File: src/rtl/csla_pkg.sv
// Shared definitions for the carry-select accumulator.
// Holds the datapath width, the default counter widths and the FSM state enum.
package csla_pkg;

    localparam int unsigned DATA_W     = 64;
    localparam int unsigned OVF_W_DEF  = 8;
    localparam int unsigned BEAT_W_DEF = 16;

    // Ripple width of each carry-select block inside the adder
    localparam int unsigned CSEL_BLK_W = 8;

    typedef enum logic [1:0] {
        IDLE = 2'd0,
        ACC  = 2'd1,
        HOLD = 2'd2
    } state_t;

endpackage

File: src/rtl/csla_64bit.sv
// 64-bit carry-select adder: {cout, sum} = a + b + cin.
// Ports:
//   a, b  : DATA_W-bit operands
//   cin   : carry-in
//   sum   : DATA_W-bit result (modulo 2^DATA_W)
//   cout  : carry-out of the full-width add
// Each block precomputes its result for both possible incoming carries;
// the real carry then only steers a mux per block.
module csla_64bit
    import csla_pkg::*;
(
    input  logic [DATA_W-1:0] a,
    input  logic [DATA_W-1:0] b,
    input  logic              cin,
    output logic [DATA_W-1:0] sum,
    output logic              cout
);

    localparam int unsigned NBLK = DATA_W / CSEL_BLK_W;

    logic [NBLK:0] carry;

    assign carry[0] = cin;

    for (genvar g = 0; g < NBLK; g++) begin : g_blk
        logic [CSEL_BLK_W:0] s0;
        logic [CSEL_BLK_W:0] s1;

        // Speculative block sums for incoming carry 0 and 1
        assign s0 = (CSEL_BLK_W+1)'(a[g*CSEL_BLK_W +: CSEL_BLK_W])
                  + (CSEL_BLK_W+1)'(b[g*CSEL_BLK_W +: CSEL_BLK_W]);
        assign s1 = (CSEL_BLK_W+1)'(a[g*CSEL_BLK_W +: CSEL_BLK_W])
                  + (CSEL_BLK_W+1)'(b[g*CSEL_BLK_W +: CSEL_BLK_W])
                  + (CSEL_BLK_W+1)'(1);

        assign sum[g*CSEL_BLK_W +: CSEL_BLK_W] = carry[g] ? s1[CSEL_BLK_W-1:0]
                                                          : s0[CSEL_BLK_W-1:0];
        assign carry[g+1] = carry[g] ? s1[CSEL_BLK_W] : s0[CSEL_BLK_W];
    end

    assign cout = carry[NBLK];

endmodule

File: src/rtl/csla_accum_64.sv
// Packetised 64-bit accumulator built around one carry-select adder.
// Beats are summed (with per-beat carry-in) until in_last; the result is then
// held on the output until out_ready, with in_ready low for the whole hold.
// Ports:
//   clk, rst      : rising-edge clock, synchronous active-high reset
//   in_valid/in_ready/in_data/in_cin/in_last : operand beat stream
//   out_valid/out_ready                      : result handshake
//   out_sum       : accumulated sum
//   out_ovf_cnt   : beats whose add carried out (saturating)
//   out_beats     : beats accepted in the packet (saturating)
// Build option: define CSLA_ACCUM_SAT_EN to saturate the sum to all-ones on
// the first carry-out of a packet instead of wrapping.
module csla_accum_64
    import csla_pkg::*;
#(
    parameter int unsigned OVF_W  = OVF_W_DEF,
    parameter int unsigned BEAT_W = BEAT_W_DEF
) (
    input  logic              clk,
    input  logic              rst,
    input  logic              in_valid,
    output logic              in_ready,
    input  logic [63:0]       in_data,
    input  logic              in_cin,
    input  logic              in_last,
    output logic              out_valid,
    input  logic              out_ready,
    output logic [63:0]       out_sum,
    output logic [OVF_W-1:0]  out_ovf_cnt,
    output logic [BEAT_W-1:0] out_beats
);

    state_t state;
    state_t state_nxt;

    logic [DATA_W-1:0] acc;
    logic [DATA_W-1:0] a_op;
    logic [DATA_W-1:0] add_sum;
    logic              add_cout;
    logic              accept_c;
    logic              first_c;

    logic [DATA_W-1:0] acc_nxt;
    logic [OVF_W-1:0]  ovf_base;
    logic [OVF_W-1:0]  ovf_nxt;
    logic [BEAT_W-1:0] beats_base;
    logic [BEAT_W-1:0] beats_nxt;

    assign accept_c = in_valid && in_ready;
    // A beat taken in IDLE starts a fresh packet: no residue from before
    assign first_c  = (state == IDLE);
    assign a_op     = first_c ? '0 : acc;
    assign out_sum  = acc;

    csla_64bit u_add (
        .a    (a_op),
        .b    (in_data),
        .cin  (in_cin),
        .sum  (add_sum),
        .cout (add_cout)
    );

    // State register plus the handshake flags decoded from the next state
    always_ff @(posedge clk) begin
        if (rst) begin
            state     <= IDLE;
            in_ready  <= 1'b1;
            out_valid <= 1'b0;
        end else begin
            state     <= state_nxt;
            in_ready  <= (state_nxt != HOLD);
            out_valid <= (state_nxt == HOLD);
        end
    end

    // Next-state logic
    always_comb begin
        state_nxt = state;
        case (state)
            IDLE: begin
                if (accept_c) begin
                    state_nxt = in_last ? HOLD : ACC;
                end
            end
            ACC: begin
                if (accept_c && in_last) begin
                    state_nxt = HOLD;
                end
            end
            HOLD: begin
                if (out_ready) begin
                    state_nxt = IDLE;
                end
            end
            default: state_nxt = IDLE;
        endcase
    end

    // Saturating counter updates; base is zero for the first beat of a packet
    always_comb begin
        ovf_base   = first_c ? '0 : out_ovf_cnt;
        beats_base = first_c ? '0 : out_beats;
        ovf_nxt    = ovf_base;
        beats_nxt  = beats_base;
        if (add_cout && (ovf_base != '1)) begin
            ovf_nxt = ovf_base + OVF_W'(1);
        end
        if (beats_base != '1) begin
            beats_nxt = beats_base + BEAT_W'(1);
        end
    end

`ifdef CSLA_ACCUM_SAT_EN
    logic sat;
    logic sat_nxt;

    // Sticky per-packet saturation: once a carry is seen the sum pins to all-ones
    always_comb begin
        sat_nxt = (first_c ? 1'b0 : sat) | add_cout;
        acc_nxt = sat_nxt ? '1 : add_sum;
    end

    always_ff @(posedge clk) begin
        if (rst) begin
            sat <= 1'b0;
        end else if (accept_c) begin
            sat <= sat_nxt;
        end
    end
`else
    assign acc_nxt = add_sum;
`endif

    // Datapath registers only move on an accepted beat
    always_ff @(posedge clk) begin
        if (rst) begin
            acc         <= '0;
            out_ovf_cnt <= '0;
            out_beats   <= '0;
        end else if (accept_c) begin
            acc         <= acc_nxt;
            out_ovf_cnt <= ovf_nxt;
            out_beats   <= beats_nxt;
        end
    end

endmodule

File: config.mk
export PLATFORM = sky130hd
export DESIGN_NAME = csla_accum_64
export DESIGN_NICKNAME = d
export VERILOG_FILES = /design/src/rtl/csla_pkg.sv /design/src/rtl/csla_64bit.sv /design/src/rtl/csla_accum_64.sv
export SDC_FILE = /design/constraint.sdc
export NUM_CORES = 1
export LEC_CHECK = 0
export ABC_AREA = 1
export CELL_PAD_IN_SITES_DETAIL_PLACEMENT = 0
export CELL_PAD_IN_SITES_GLOBAL_PLACEMENT = 2
export CORE_ASPECT_RATIO = 1.4
export CORE_MARGIN = 2
export CORE_UTILIZATION = 29
export DETAILED_ROUTE_END_ITERATION = 7
export PLACE_DENSITY_LB_ADDON = 0.3
export SYNTH_ARGS = -nofsm -noshare
export SYNTH_HDL_FRONTEND = slang
export SYNTH_SLANG_ARGS = --single-unit
File: constraint.sdc
create_clock -name clk -period 5.41 [get_ports clk]
set_clock_uncertainty 0.05 [all_clocks]
set_input_delay 0.541 -clock clk [delete_from_list [all_inputs] [get_ports clk]]
set_output_delay 0.541 -clock clk [all_outputs]
set_load 0.01 [all_outputs]
==> results of run 1 <==
[per-stage QoR]
stage	setup WS, ns	util (%)	power [mW]	hold slack [ns]	cells
CTS	0.998	37.2	2.30	0.438	1836
detailed placement	0.951	36.2	1.63	0.424	1820
finish	1.05	37.2	2.25	0.435	1836
global route	0.636	37.2	2.42	0.472	1836
global placement	0.998	36.2	1.63	0.421	1820
floorplan	0.912	-	1.31	0.372	1307
[final timing paths]
| path | from | end | slack, ns | cells past startpoint |
|---|---|---|---|---|
| max reg2reg | state[0]$_SDFF_PP0_ | out_ovf_cnt[2]$_SDFFE_PP0P_ | 1.05 | 24 |
| min | out_sum[7]$_SDFFE_PP0P_ | out_sum[7]$_SDFFE_PP0P_ | 0.43 | 2 |
| min reg2reg | out_sum[7]$_SDFFE_PP0P_ | out_sum[7]$_SDFFE_PP0P_ | 0.43 | 2 |
| max | state[0]$_SDFF_PP0_ | out_ovf_cnt[2]$_SDFFE_PP0P_ | 1.05 | 24 |
[flip-flops by register name (all words and copies together), names as in the netlist]
| signal | cells |
|---|---|
| out_valid | 1 |
| out_ovf_cnt | 8 |
| state | 2 |
| out_beats | 16 |
| out_sum | 64 |
| in_ready | 1 |
[power groups by stage]
stage / Clock [mW] / Sequential [mW] / Combinational (mW)
global route: 0.706 / 0.776 / 0.942
detailed placement: 0 / 0.785 / 0.842
finish: 0.653 / 0.769 / 0.832
CTS: 0.683 / 0.771 / 0.848
floorplan: 0 / 0.799 / 0.514
global placement: 0 / 0.786 / 0.845
[logic make-up (layout without fill, tap and decap cells)]
group | count (synthesis) | in the layout
and+or+nand+nor | 532 | 532
buffers and inverters | 299 | 448
AOI/OAI and AO/OA | 215 | 215
DFF | 92 | 92
xor gates and xnor gates | 87 | 87
adders and majority gates | 82 | 82
[routing by layer]
layer  vias to the layer above  GRT usage, %
met3                        18          2.64
met2                       110          31.2
met4                         0          4.12
li1                       4446             -
met1                      3738          18.8
met5                         -             0
[cell usage in the layout, fill, tap and decap left out, types with 27 or more instances in the layout]
| cell type | count |
|---|---|
| xor2_1 | 60 |
| nand3_1 | 64 |
| ha_1 | 74 |
| nand2_1 | 204 |
| inv_1 | 263 |
| clkdlybuf4s50_1 | 158 |
| a21oi_1 | 110 |
| xnor2_1 | 27 |
| nor2_1 | 144 |
| nor3_1 | 32 |
| dfxtp_1 | 92 |
| o21ai_0 | 61 |
[worst max-delay path, stage by stage (launching register included)]
cell and delay [ns]:
dfxtp_1 0.35, nor2_4 0.13, buf_4 0.46, nor2_1 0.16, fa_1 0.58, ha_1 0.15
nand2_1 0.09, nor2_2 0.19, nand3_4 0.10, nor2_4 0.15, nand3_2 0.13, nand3_1 0.18
nand3_1 0.21, nand3_1 0.22, nand3_4 0.15, nand2_8 0.14, nand2_8 0.07, nand2_8 0.11
nand2_8 0.07, nand3_2 0.07, nand2_1 0.07, nor2_1 0.14, nand4_1 0.10, nand2_1 0.08
nor2_1 0.04
[cell type report]
type	instances	area (sq um)	area share, %
multi-input cells	916	5560	51.5
flip-flops and latches	92	1840	17.1
repair buffers	166	1640	15.2
inverters	266	1000	9.27
well taps	380	475	4.40
clock buffers	10	239	2.21
clock inverters	6	46.3	0.429
==> metrics, run 1 <==
outcome=finished clean; clock transition at the registers of the reported paths=0.07 ns; Synth top cells by count=inv_1 (263), nand2_1 (205), nor2_1 (145); post-route ant nets=0; Max Cap Viol=0; Syn Nets=1459; CTS Buffer Depth=2; Max-slew headroom=between 40% and 50%; CP endpoint kind=flop; CP arrival=~4.5 ns; met3 routed WL=roughly 860 microns; Post-Synth Adder-Cell Area=approximately 13%; Final HPWL DP=between 15000 and 20000 microns; clock share of power=about 29%; Sink Count=92; Clk Latency, worst-skew pair=around 0.36 ns; final slew viol count=0; XOR/XNOR share of the synthesized area=between 8 and 9%; M1 WL=about 11000 microns; cell taking the most area after synthesis=dfxtp_1; Worst Path Class, Setup=flop to flop; first-pass GRT wire length=approximately 40000 microns; Post-Syn Instances=~1.3k; Final Hold Fails=0; post-synthesis mux area share=0%; CTS tree=built; number of distinct library cells after synthesis=45; Seq cells post-synth=92; wire length on met2=about 13000 microns; Hold Buf Count CTS=0; design area=0.0108 sq mm; Vias=about 8.3k; post-synth top area share=21.6%; sw frac=a little under two fifths; GPL Wtd Cong=a little under 0.8; Avg Cell Area, Syn=6.51 sq um; grt ovf=0; Placed Area=between 0.01 and 0.015 sq mm; All-Layer GR Usage=between 15 and 20%; Internal Power=1.41 mW; Post-Synth Simple-Gate Area=between 20% and 30%; P&R area growth vs syn=26.9%; Post-CTS Setup Repair Bufs=0; Root Driver=clkbuf_16; port bufs=159; core area=0.0291 sq mm; largest family of logic cells by synthesized area=simple AND/OR/NAND/NOR gates; Leak Pwr=between 5 and 6 nW; Async SR Flop Fraction=0%; clock buffer count from CTS=9; Hold Path Class=flop to flop; DRC viols=0; Yosys Warn Count=0; Critical Path RT=about 5.6 ns; power share of the sequential group=between 30% and 40%; H-tree depth=3; Setup crit start kind=flop; vias per inst=between 4 and 5; Seq/Total Area, Yosys=roughly 22%; Filler Cells Inserted=roughly 3.2k; Routed WL per cell=~14 microns; Primary FF master, synth=dfxtp_1; Initial Utilization=a little under 30%; fin crit period=~4.4 ns; CP max FO=39; antenna violations before repair=0; Worst-Margin Slew=slightly above 0.8 ns; antenna cell count=0; TritonRoute pass-1 iters=5; Fmax=between 200 and 250 MHz; vias in the first global route=~8k; total power per unit cell area=about 210 mW/mm^2; compound-gate portion of the synthesized area=a little over an eighth; Die ar.=0.0308 sq mm; IO Pins=between 150 and 200; setup total negative slack=0 ns; Final setup viols=0; Max IR drop VDD=approximately 0.00013 V; initial drt markers=277; number of synthesized flops with an enable pin=0; Switching Power=0.846 mW; RSZ-0062 raised after global routing=no; most frequent cell after synthesis=inv_1; max layer used=met4; die height=207 microns; Tcrit/Tclk final=about four fifths; post-CTS resize count=0; combinational power share=36.9%; layout cell share with drive strength beyond 1=roughly 4.7%; largest cells by area after synthesis=dfxtp_1 (22%), inv_1 (12%), ha_1 (11%); # rows=between 70 and 80; post-synthesis cell area=between 0.008 and 0.009 sq mm; largest net degree at the start of global routing=a little under 60; fin nets=around 1.6k; total length of routed wires=roughly 25000 microns; Die Width=approximately 150 microns
(Power assumes the default switching activity.)
==> run 2: changes to the inputs <==
Settings changed: CORE_UTILIZATION 29 to 26.
Clock period 5.41 ns to 3.7 ns, I/O delays scaled along.
==> metrics, run 2 (same netlist as run 1, synthesis figures left out) <==
Initial Utilization=a little over a quarter; CP endpoint kind=flop; GPL Wtd Cong=0.798; RSZ-0062 raised after global routing=yes; Setup crit start kind=flop; Die Width=157 microns; most common cell after layout, fill and taps aside=inv_1; clock buffer count from CTS=9; Hold Path Class=flop to flop; Worst R2R Setup Slack=-0.04 ns; post-route ant nets=0; largest net degree at the start of global routing=76; Clk Latency, worst-skew pair=about 0.38 ns; IO Pins=between 150 and 200; TritonRoute pass-1 iters=5; port bufs=between 150 and 200; vias in the first global route=about 8.9k; total power per unit cell area=about 290 mW/mm^2; capturing point of the worst reg2reg path=out_sum[58]$_SDFFE_PP0P_; die height=about 220 microns; Root Driver=clkbuf_16; All-Layer GR Usage=between 10% and 20%; CTS Buffer Depth=2; non-filler cells, final=2052; Vias=8961; antenna cell count=0; DRC viols=0; antenna violations before repair=0; core area=approximately 0.032 sq mm; origin of the worst min-delay path=out_ovf_cnt[4]$_SDFFE_PP0P_; layout cell share with drive strength beyond 1=22.5%; Worst path most repeated cell=nand2_4; Inst Count DP=2011; design area=between 0.01 and 0.015 sq mm; hold path endpoint=out_ovf_cnt[4]$_SDFFE_PP0P_; Final HPWL DP=20800 microns; # rows=78; fin crit period=between 3 and 4 ns; R2R Path Start=state[1]$_SDFF_PP0_; first-pass GRT wire length=~43000 microns; Max Cap Viol=0; P&R area growth vs syn=52.7%; Hold Buf Count CTS=0; Worst-Margin Slew=0.806 ns; Tcrit/Tclk final=101%; Sink Count=a little over 90; Max-slew headroom=between 40% and 50%; grt ovf=0; r2r worst-path depth=28; CP max FO=4; violated checks=setup timing; clock transition at the registers of the reported paths=0.08 ns; Crit path largest cell delay=~0.60 ns; Placed Area=~0.012 sq mm; Setup WS post-layout=-0.0415 ns; Die ar.=around 0.034 sq mm; CP arrival=around 4.0 ns; outcome=finished with violations; vias per inst=roughly 4.4; initial drt markers=244; Final setup viols=5; Leak Pwr=6.06 nW; fin nets=between 1.5k and 2k; Worst Hold Depth=2; Tot Pwr=3.82 mW; H-tree depth=3; Final Hold Fails=0; pre-CTS setup slack=-0.256 ns; final slew viol count=0; Routed WL per cell=approximately 13 microns; Filler Cells Inserted=roughly 3.4k; Fmax=roughly 270 MHz; total length of routed wires=around 27000 microns; commonest non-fill, non-tap cells in the layout=inv_1 (258), nand2_1 (172), clkdlybuf4s50_1 (158); Max IR drop VDD=roughly 0.00018 V; max reg flops=between 60 and 70; Critical Path RT=3.93 ns; CTS tree=built; Worst Path Class, Setup=flop to flop; CP max stage cell=fa_2
run 2: cell types whose count changed in the layout (fill, tap and decap cells not counted), moves of 16 or more:
cell     before  now
nand2_2      10   30
nand3_1      64   48
nand2_1     204  172
nor2_1      144  122
buf_4         7  142
a21oi_1     110   94
run 2: final cells by class:
type / instances / area (sq um) / share of cell area [%]
multi-input combinational: 917 / 6320 / 48.6
timing repair buffer: 321 / 2950 / 22.7
sequential: 92 / 1840 / 14.2
inverter: 266 / 1020 / 7.84
tap: 440 / 551 / 4.24
clock buffer: 9 / 225 / 1.73
clock inverter: 7 / 91.3 / 0.703
run 2: metrics by stage:
step | hold WS (ns) | util, % | TNS (ns)
after floorplan | 0.389 | - | -4.71
after global placement | 0.422 | 36.1 | -4.03
after detailed placement | 0.426 | 36.1 | -6.17
after CTS | 0.423 | 37.7 | -0.490
after global routing | 0.445 | 40.2 | -6.04
final | 0.434 | 40.2 | -0.127
run 2: how the worst max path moves through the flow:
| stage | startpoint | to | slack (ns) | depth (start not counted) |
|---|---|---|---|---|
| global route | state[1]$_SDFF_PP0_ | out_ovf_cnt[7]$_SDFFE_PP0P_ | -0.28 | 28 |
| detailed placement | in_data[0] | out_ovf_cnt[2]$_SDFFE_PP0P_ | -0.26 | 23 |
| floorplan | state[1]$_SDFF_PP0_ | out_sum[59]$_SDFFE_PP0P_ | -0.25 | 30 |
| CTS | state[0]$_SDFF_PP0_ | out_ovf_cnt[7]$_SDFFE_PP0P_ | -0.08 | 26 |
| finish | state[1]$_SDFF_PP0_ | out_sum[58]$_SDFFE_PP0P_ | -0.04 | 28 |
| global placement | in_data[0] | out_sum[59]$_SDFFE_PP0P_ | -0.21 | 24 |
run 2: routing by layer:
| metal | vias to the layer above | GRT usage [%] | wire length [microns] |
|---|---|---|---|
| met5 | - | 0 | 0 |
| met4 | 0 | 5.57 | 629 |
| met3 | 27 | 2.52 | 789 |
| met2 | 114 | 29.8 | 14300 |
| met1 | 4067 | 18.3 | 11600 |
| li1 | 4753 | - | - |
run 2: critical path, delay by kind of cell (launching register included):
kind	cells	cell delay, ns
adder cells (fa/ha/maj)	3	0.91
AND/OR/NAND/NOR	20	1.83
buffers and inverters	3	0.32
flip-flops	1	0.34
AO/OA/AOI/OAI	2	0.22
run 2: repair_timing:
action / CTS / global route
resized for setup: 32 / 165
buffers inserted: 9 / 16
endpoints found under the setup margin: 29 / 51
gates cloned: 0 / 2
pin swaps: 18 / 90
run 2: where the power goes:
| part | leakage (nW) | total (mW) | internal [mW] | switching (mW) |
|---|---|---|---|---|
| clock | 0.152 | 1.06 | 0.543 | 0.513 |
| combinational | 5.15 | 1.64 | 0.787 | 0.858 |
| sequential | 0.759 | 1.12 | 1.07 | 0.0550 |
